$ cat config.mk
export PLATFORM = sky130hd
export DESIGN_NAME = clkdiv_sequencer
export DESIGN_NICKNAME = d
export VERILOG_FILES = /design/src/rtl/clkdiv_sequencer.sv
export SDC_FILE = /design/constraint.sdc
export NUM_CORES = 1
export LEC_CHECK = 0
export BUFFER_PORTS_ARGS = -buffer_cell sky130_fd_sc_hd__buf_2
export CORE_ASPECT_RATIO = 1.25
export CORE_UTILIZATION = 60
export CTS_BUF_LIST = sky130_fd_sc_hd__clkbuf_8
export DETAILED_ROUTE_END_ITERATION = 8
export GPL_ROUTABILITY_DRIVEN = 0
export GPL_TIMING_DRIVEN = 1
export PLACE_DENSITY = 0.9
export SETUP_SLACK_MARGIN = 0.3
export SLEW_MARGIN = 20
export SYNTH_ARGS = -nofsm -noshare
export SYNTH_HDL_FRONTEND = slang
export SYNTH_SLANG_ARGS = --single-unit
$ cat constraint.sdc
create_clock -name hclkin -period 4.95 [get_ports hclkin]
set_input_delay 0.495 -clock hclkin [delete_from_list [all_inputs] [get_ports hclkin]]
set_output_delay 0.495 -clock hclkin [all_outputs]
set_load 0.005 [all_outputs]
$ cat src/rtl/clkdiv_sequencer.sv
// Reset/phase-slip sequencer for a clock divider: holds RESETN, waits for settling, then issues CALIB slip pulses.
// Optional `CLKDIV_SEQ_SLIPCNT_EN adds the slip_total counter port.
module clkdiv_sequencer #(
  parameter int unsigned RST_HOLD  = 16,
  parameter int unsigned SETTLE    = 64,
  parameter int unsigned CALIB_HI  = 2,
  parameter int unsigned CALIB_GAP = 8
) (
  input  logic       hclkin,
  input  logic       reset,
  input  logic       restart,
  input  logic       slip_req,
  input  logic [2:0] slip_num,
  output logic       slip_ack,
  output logic       div_resetn,
  output logic       div_calib,
  output logic       ready,
  output logic       busy
`ifdef CLKDIV_SEQ_SLIPCNT_EN
  ,
  output logic [7:0] slip_total
`endif
);

  typedef enum logic [2:0] {
    ST_HOLD,
    ST_SETTLE,
    ST_READY,
    ST_CAL_HI,
    ST_CAL_GAP
  } state_t;

  state_t     state, state_nx;
  logic [7:0] cnt, cnt_nx;
  logic [2:0] rem, rem_nx;
  logic       ack_nx;
  logic [7:0] hold_cnt;

  // HOLD is entered with cnt=0 (reset or restart); 0 stands for a full RST_HOLD count.
  assign hold_cnt = (cnt == 8'd0) ? 8'(RST_HOLD) : cnt;

  always_comb begin
    state_nx = state;
    cnt_nx   = cnt;
    rem_nx   = rem;
    ack_nx   = 1'b0;
    if (restart) begin
      state_nx = ST_HOLD;
      cnt_nx   = 8'd0;
      rem_nx   = 3'd0;
    end else begin
      case (state)
        ST_HOLD: begin
          if (hold_cnt == 8'd1) begin
            state_nx = ST_SETTLE;
            cnt_nx   = 8'(SETTLE);
          end else begin
            cnt_nx = hold_cnt - 8'd1;
          end
        end
        ST_SETTLE: begin
          if (cnt <= 8'd1) begin
            state_nx = ST_READY;
            cnt_nx   = 8'd0;
          end else begin
            cnt_nx = cnt - 8'd1;
          end
        end
        ST_READY: begin
          if (slip_req && !slip_ack) begin
            rem_nx = slip_num;
            if (slip_num == 3'd0) begin
              ack_nx = 1'b1;
            end else begin
              state_nx = ST_CAL_HI;
              cnt_nx   = 8'(CALIB_HI);
            end
          end
        end
        ST_CAL_HI: begin
          if (cnt <= 8'd1) begin
            state_nx = ST_CAL_GAP;
            cnt_nx   = 8'(CALIB_GAP);
            rem_nx   = rem - 3'd1;
          end else begin
            cnt_nx = cnt - 8'd1;
          end
        end
        ST_CAL_GAP: begin
          if (cnt > 8'd1) begin
            cnt_nx = cnt - 8'd1;
          end else if (rem != 3'd0) begin
            state_nx = ST_CAL_HI;
            cnt_nx   = 8'(CALIB_HI);
          end else begin
            state_nx = ST_READY;
            cnt_nx   = 8'd0;
            ack_nx   = 1'b1;
          end
        end
        default: begin
          state_nx = ST_HOLD;
          cnt_nx   = 8'd0;
          rem_nx   = 3'd0;
        end
      endcase
    end
  end

  // Outputs are decoded from the next state so they change on the same edge as the state.
  always_ff @(posedge hclkin or posedge reset) begin
    if (reset) begin
      state      <= ST_HOLD;
      cnt        <= 8'd0;
      rem        <= 3'd0;
      div_resetn <= 1'b0;
      div_calib  <= 1'b0;
      ready      <= 1'b0;
      busy       <= 1'b1;
      slip_ack   <= 1'b0;
    end else begin
      state      <= state_nx;
      cnt        <= cnt_nx;
      rem        <= rem_nx;
      div_resetn <= (state_nx != ST_HOLD);
      div_calib  <= (state_nx == ST_CAL_HI);
      ready      <= (state_nx == ST_READY);
      busy       <= (state_nx != ST_READY);
      slip_ack   <= ack_nx;
    end
  end

`ifdef CLKDIV_SEQ_SLIPCNT_EN
  // Counts div_calib rising edges; restart deliberately leaves it alone.
  always_ff @(posedge hclkin or posedge reset) begin
    if (reset) begin
      slip_total <= 8'd0;
    end else if ((state_nx == ST_CAL_HI) && !div_calib) begin
      slip_total <= slip_total + 8'd1;
    end
  end
`endif

endmodule

==> metrics.md <==
| Metric | Value |
|---|---|
| Placement Cell Area | `approximately 1400 um2` |
| Area of the die | `2408 um2` |
| Max stage delay on crit path | `between 400 and 500 ps` |
| R2r worst-path depth | `7` |
| Layout cells sized above 1 | `15.06%` |
| YS warnings | `0` |
| # rows | `18` |
| Layout Nets | `approximately 180` |
| Finished Layout Cells | `186` |
| Post-Syn Area | `between 1000 and 1500 um2` |
| Critical path arrival | `about 2300 ps` |
| Setup Fix Bufs, Post-CTS | `0` |
| Actual slew at the worst max-slew pin | `about 710 ps` |
| Final Hold Viols | `0` |
| Routed len/inst | `roughly 17 um` |
| Die Height | `roughly 55 um` |
| Setup violators final | `0` |
| Setup tns final | `0 ps` |
| Antenna Nets Post-Route | `0` |
| DRC | `0` |
| Maximum vdd drop | `0.0003381 V` |
| 1st-pass router iterations | `5` |
| First-pass GRT wire length | `between 5000 and 6000 um` |
| Hold_buf cts | `0` |
| Leakage | `0.0006511 uW` |
| HPWL after detailed placement | `~2300 um` |
| Num CTS Buffers | `3` |
| Initial Util | `between 60% and 70%` |
| Crit path cell chain | `inv_1 -> ha_1 -> nor2_1 -> o32ai_4 -> a211oi_1 -> a21oi_1 -> a21oi_2` |
| Worst Setup Start Kind | `register` |
| Tcrit/Tclk final | `~43%` |
| Max-cap violation count | `0` |
| Syn avg cell area | `approximately 8.6 um2` |
| CTS tree | `built` |
| Slew Limit Fails | `0` |
| Post-CTS sizing | `0` |
| Final min period | `approximately 2100 ps` |
| # port buffers | `11` |
| Worst-case clock buffer depth | `2` |
| Grt ovf | `0` |
| Post-synth ARST share | `100.0%` |
| Most used DFF post-synth | `dfrtp_1` |
| Io pins | `12` |
| Sink Count | `19` |
| Hold/Removal Path Class | `in -> async` |
| FF-to-FF Start | `cnt[0]` |
| Die width | `between 40 and 50 um` |
| Most common cell in the netlist | `dfrtp_1` |
| Vias in the first global route | `1173` |
| RSZ-0062 raised after global routing | `no` |
| DR vias | `1290` |
| Fill cells | `between 100 and 150` |
| Final clock skew | `3.147 ps` |
| Core area | `roughly 2000 um2` |
| Clk Latency, worst-skew pair | `between 200 and 300 ps` |
| Register area share after synthesis | `35.88%` |
| CTS H-tree depth | `1` |
| Area share of the largest cell type after synthesis | `around 34%` |
| Synth area leaders | `dfrtp_1 (34%), nor2_1 (4.8%), ha_1 (4.7%)` |
| DR vias/cell | `approximately 6.9` |
| Total track usage | `a little under 30%` |
| Clk slew on worst S/H paths | `around 70 ps` |
| Worst Path Max Fanout | `7` |
| CP required | `5150 ps` |
| Critical path type | `reg -> reg` |
| Outcome | `completed` |
| Post-synth EDFFs | `0` |
| Post-route cell area | `1435 um2` |
| Root buffer cell | `clkbuf_8` |
| Area added between synthesis and finish | `8.004%` |
| Power per cell area | `around 570 nW/um2` |
| Synth cell types | `47` |
| Crit. End Element | `register` |
| Terminus of the critical flop-to-flop path | `cnt[5]` |
| Initial antenna violation count | `0` |
| Placed Instances | `about 180` |
| Routed Wire Length | `3149 um` |
| Synthesized Nets | `roughly 170` |
| Highest achievable clock rate | `approximately 0.47 GHz` |
| Diode count | `0` |
| Syn Inst Count | `~150` |
| Seq cells post-synth | `19` |
| Drt first-iter violations | `76` |
| Slew HR | `52.36%` |
| Commonest cells in the netlist | `dfrtp_1 (18), nor2_1 (17), nand2_1 (13)` |
| Register-to-register setup slack | `~2800 ps` |
| Largest area contributor in the netlist | `dfrtp_1` |
| Largest net degree at the start of global routing | `20` |
| CP max-delay cell | `dfrtp_1` |
critical path: cells and delay by family (launching register included):
family | cells | cell delay [ps]
AND/OR/NAND/NOR | 1 | 430
AO/OA/AOI/OAI | 4 | 830
buffers and inverters | 1 | 80
flip-flops | 1 | 460
adder cells (fa/ha/maj) | 1 | 270
final cells by class:
cell class	count	area [um2]	area share, %
timing repair buffer	11	55.05	3.836
clock buffer	3	41.29	2.877
multi-input combinational	120	787.0	54.84
clock inverter	1	5.005	0.3487
tap	20	25.02	1.744
inverter	12	45.04	3.139
sequential	19	476.7	33.22
per-stage QoR:
step	setup WS (ps)	util, %	hold slack (ps)	total power, uW
after floorplan	3075	-	445.4	591.0
after global placement	2961	68.52	482.7	664.3
after detailed placement	2862	68.52	490.8	684.2
after CTS	2840	70.80	362.0	798.6
after global routing	2673	70.80	418.1	862.7
final	2817	70.80	335.3	811.8
worst max path at each step:
stage / start / endpoint / slack [ps] / cells after the start
2_1_floorplan: cnt[0] / cnt[5] / 3070 / 7
3_3_place_gp: state[0] / cnt[5] / 2960 / 5
3_5_place_dp: cnt[0] / cnt[5] / 2860 / 7
4_1_cts: cnt[0] / cnt[5] / 2840 / 7
5_1_grt: cnt[0] / cnt[5] / 2670 / 7
6_report: cnt[0] / cnt[5] / 2820 / 7
sequential cells by signal, summed over array words and instances (netlist names):
register and flops:
cnt 8, state 3, slip_ack 1, div_calib 1, rem 3, div_resetn 1, ready 1, busy 1
layer usage:
| metal | up-vias | global-route usage, % | routed length [um] |
|---|---|---|---|
| li1 | 587 | - | - |
| met1 | 598 | 32.78 | 1248 |
| met2 | 84 | 52.70 | 1510 |
| met3 | 21 | 3.630 | 265 |
| met4 | 0 | 17.17 | 125 |
| met5 | - | 0 | 0 |
power breakdown:
group / switching (uW) / internal (uW) / leakage (uW) / total, uW
combinational: 270 / 178 / 0.000370 / 447
clock: 53.6 / 56.1 / 0.0000255 / 110
sequential: 64.8 / 190 / 0.000256 / 255
total: 388 / 424 / 0.000651 / 812
cell usage in the layout (no fill, tap or decap), drive strengths merged, types with 2 or more instances in the layout:
cell / synthesis / layout
dfrtp: 18 / 18
nor2: 17 / 17
nand2: 13 / 13
inv: 12 / 12
buf: 2 / 11
a21oi: 11 / 11
o21ai: 10 / 10
nand3: 7 / 7
ha: 5 / 5
nor2b: 4 / 4
a211oi: 4 / 4
nor3: 4 / 4
nor3b: 4 / 4
a21o: 3 / 3
a31o: 3 / 3
xnor2: 3 / 3
o31ai: 3 / 3
clkbuf: 1 / 3
or2: 3 / 3
o32ai: 3 / 3
nand2b: 2 / 2
nand4: 2 / 2
nand3b: 2 / 2
and3: 2 / 2
a32o: 2 / 2
nor4: 2 / 2
cell families (layout without fill, tap and decap cells):
kind of cell | after synthesis | after routing | synth area share, %
DFF | 19 | 19 | 35.88
AOI/OAI and AO/OA | 47 | 47 | 25.80
buffers and inverters | 15 | 27 | 4.895
and+or+nand+nor | 65 | 65 | 26.74
adders and majority gates | 5 | 5 | 4.708
xor gates and xnor gates | 3 | 3 | 1.978
(Power assumes the default switching activity.)
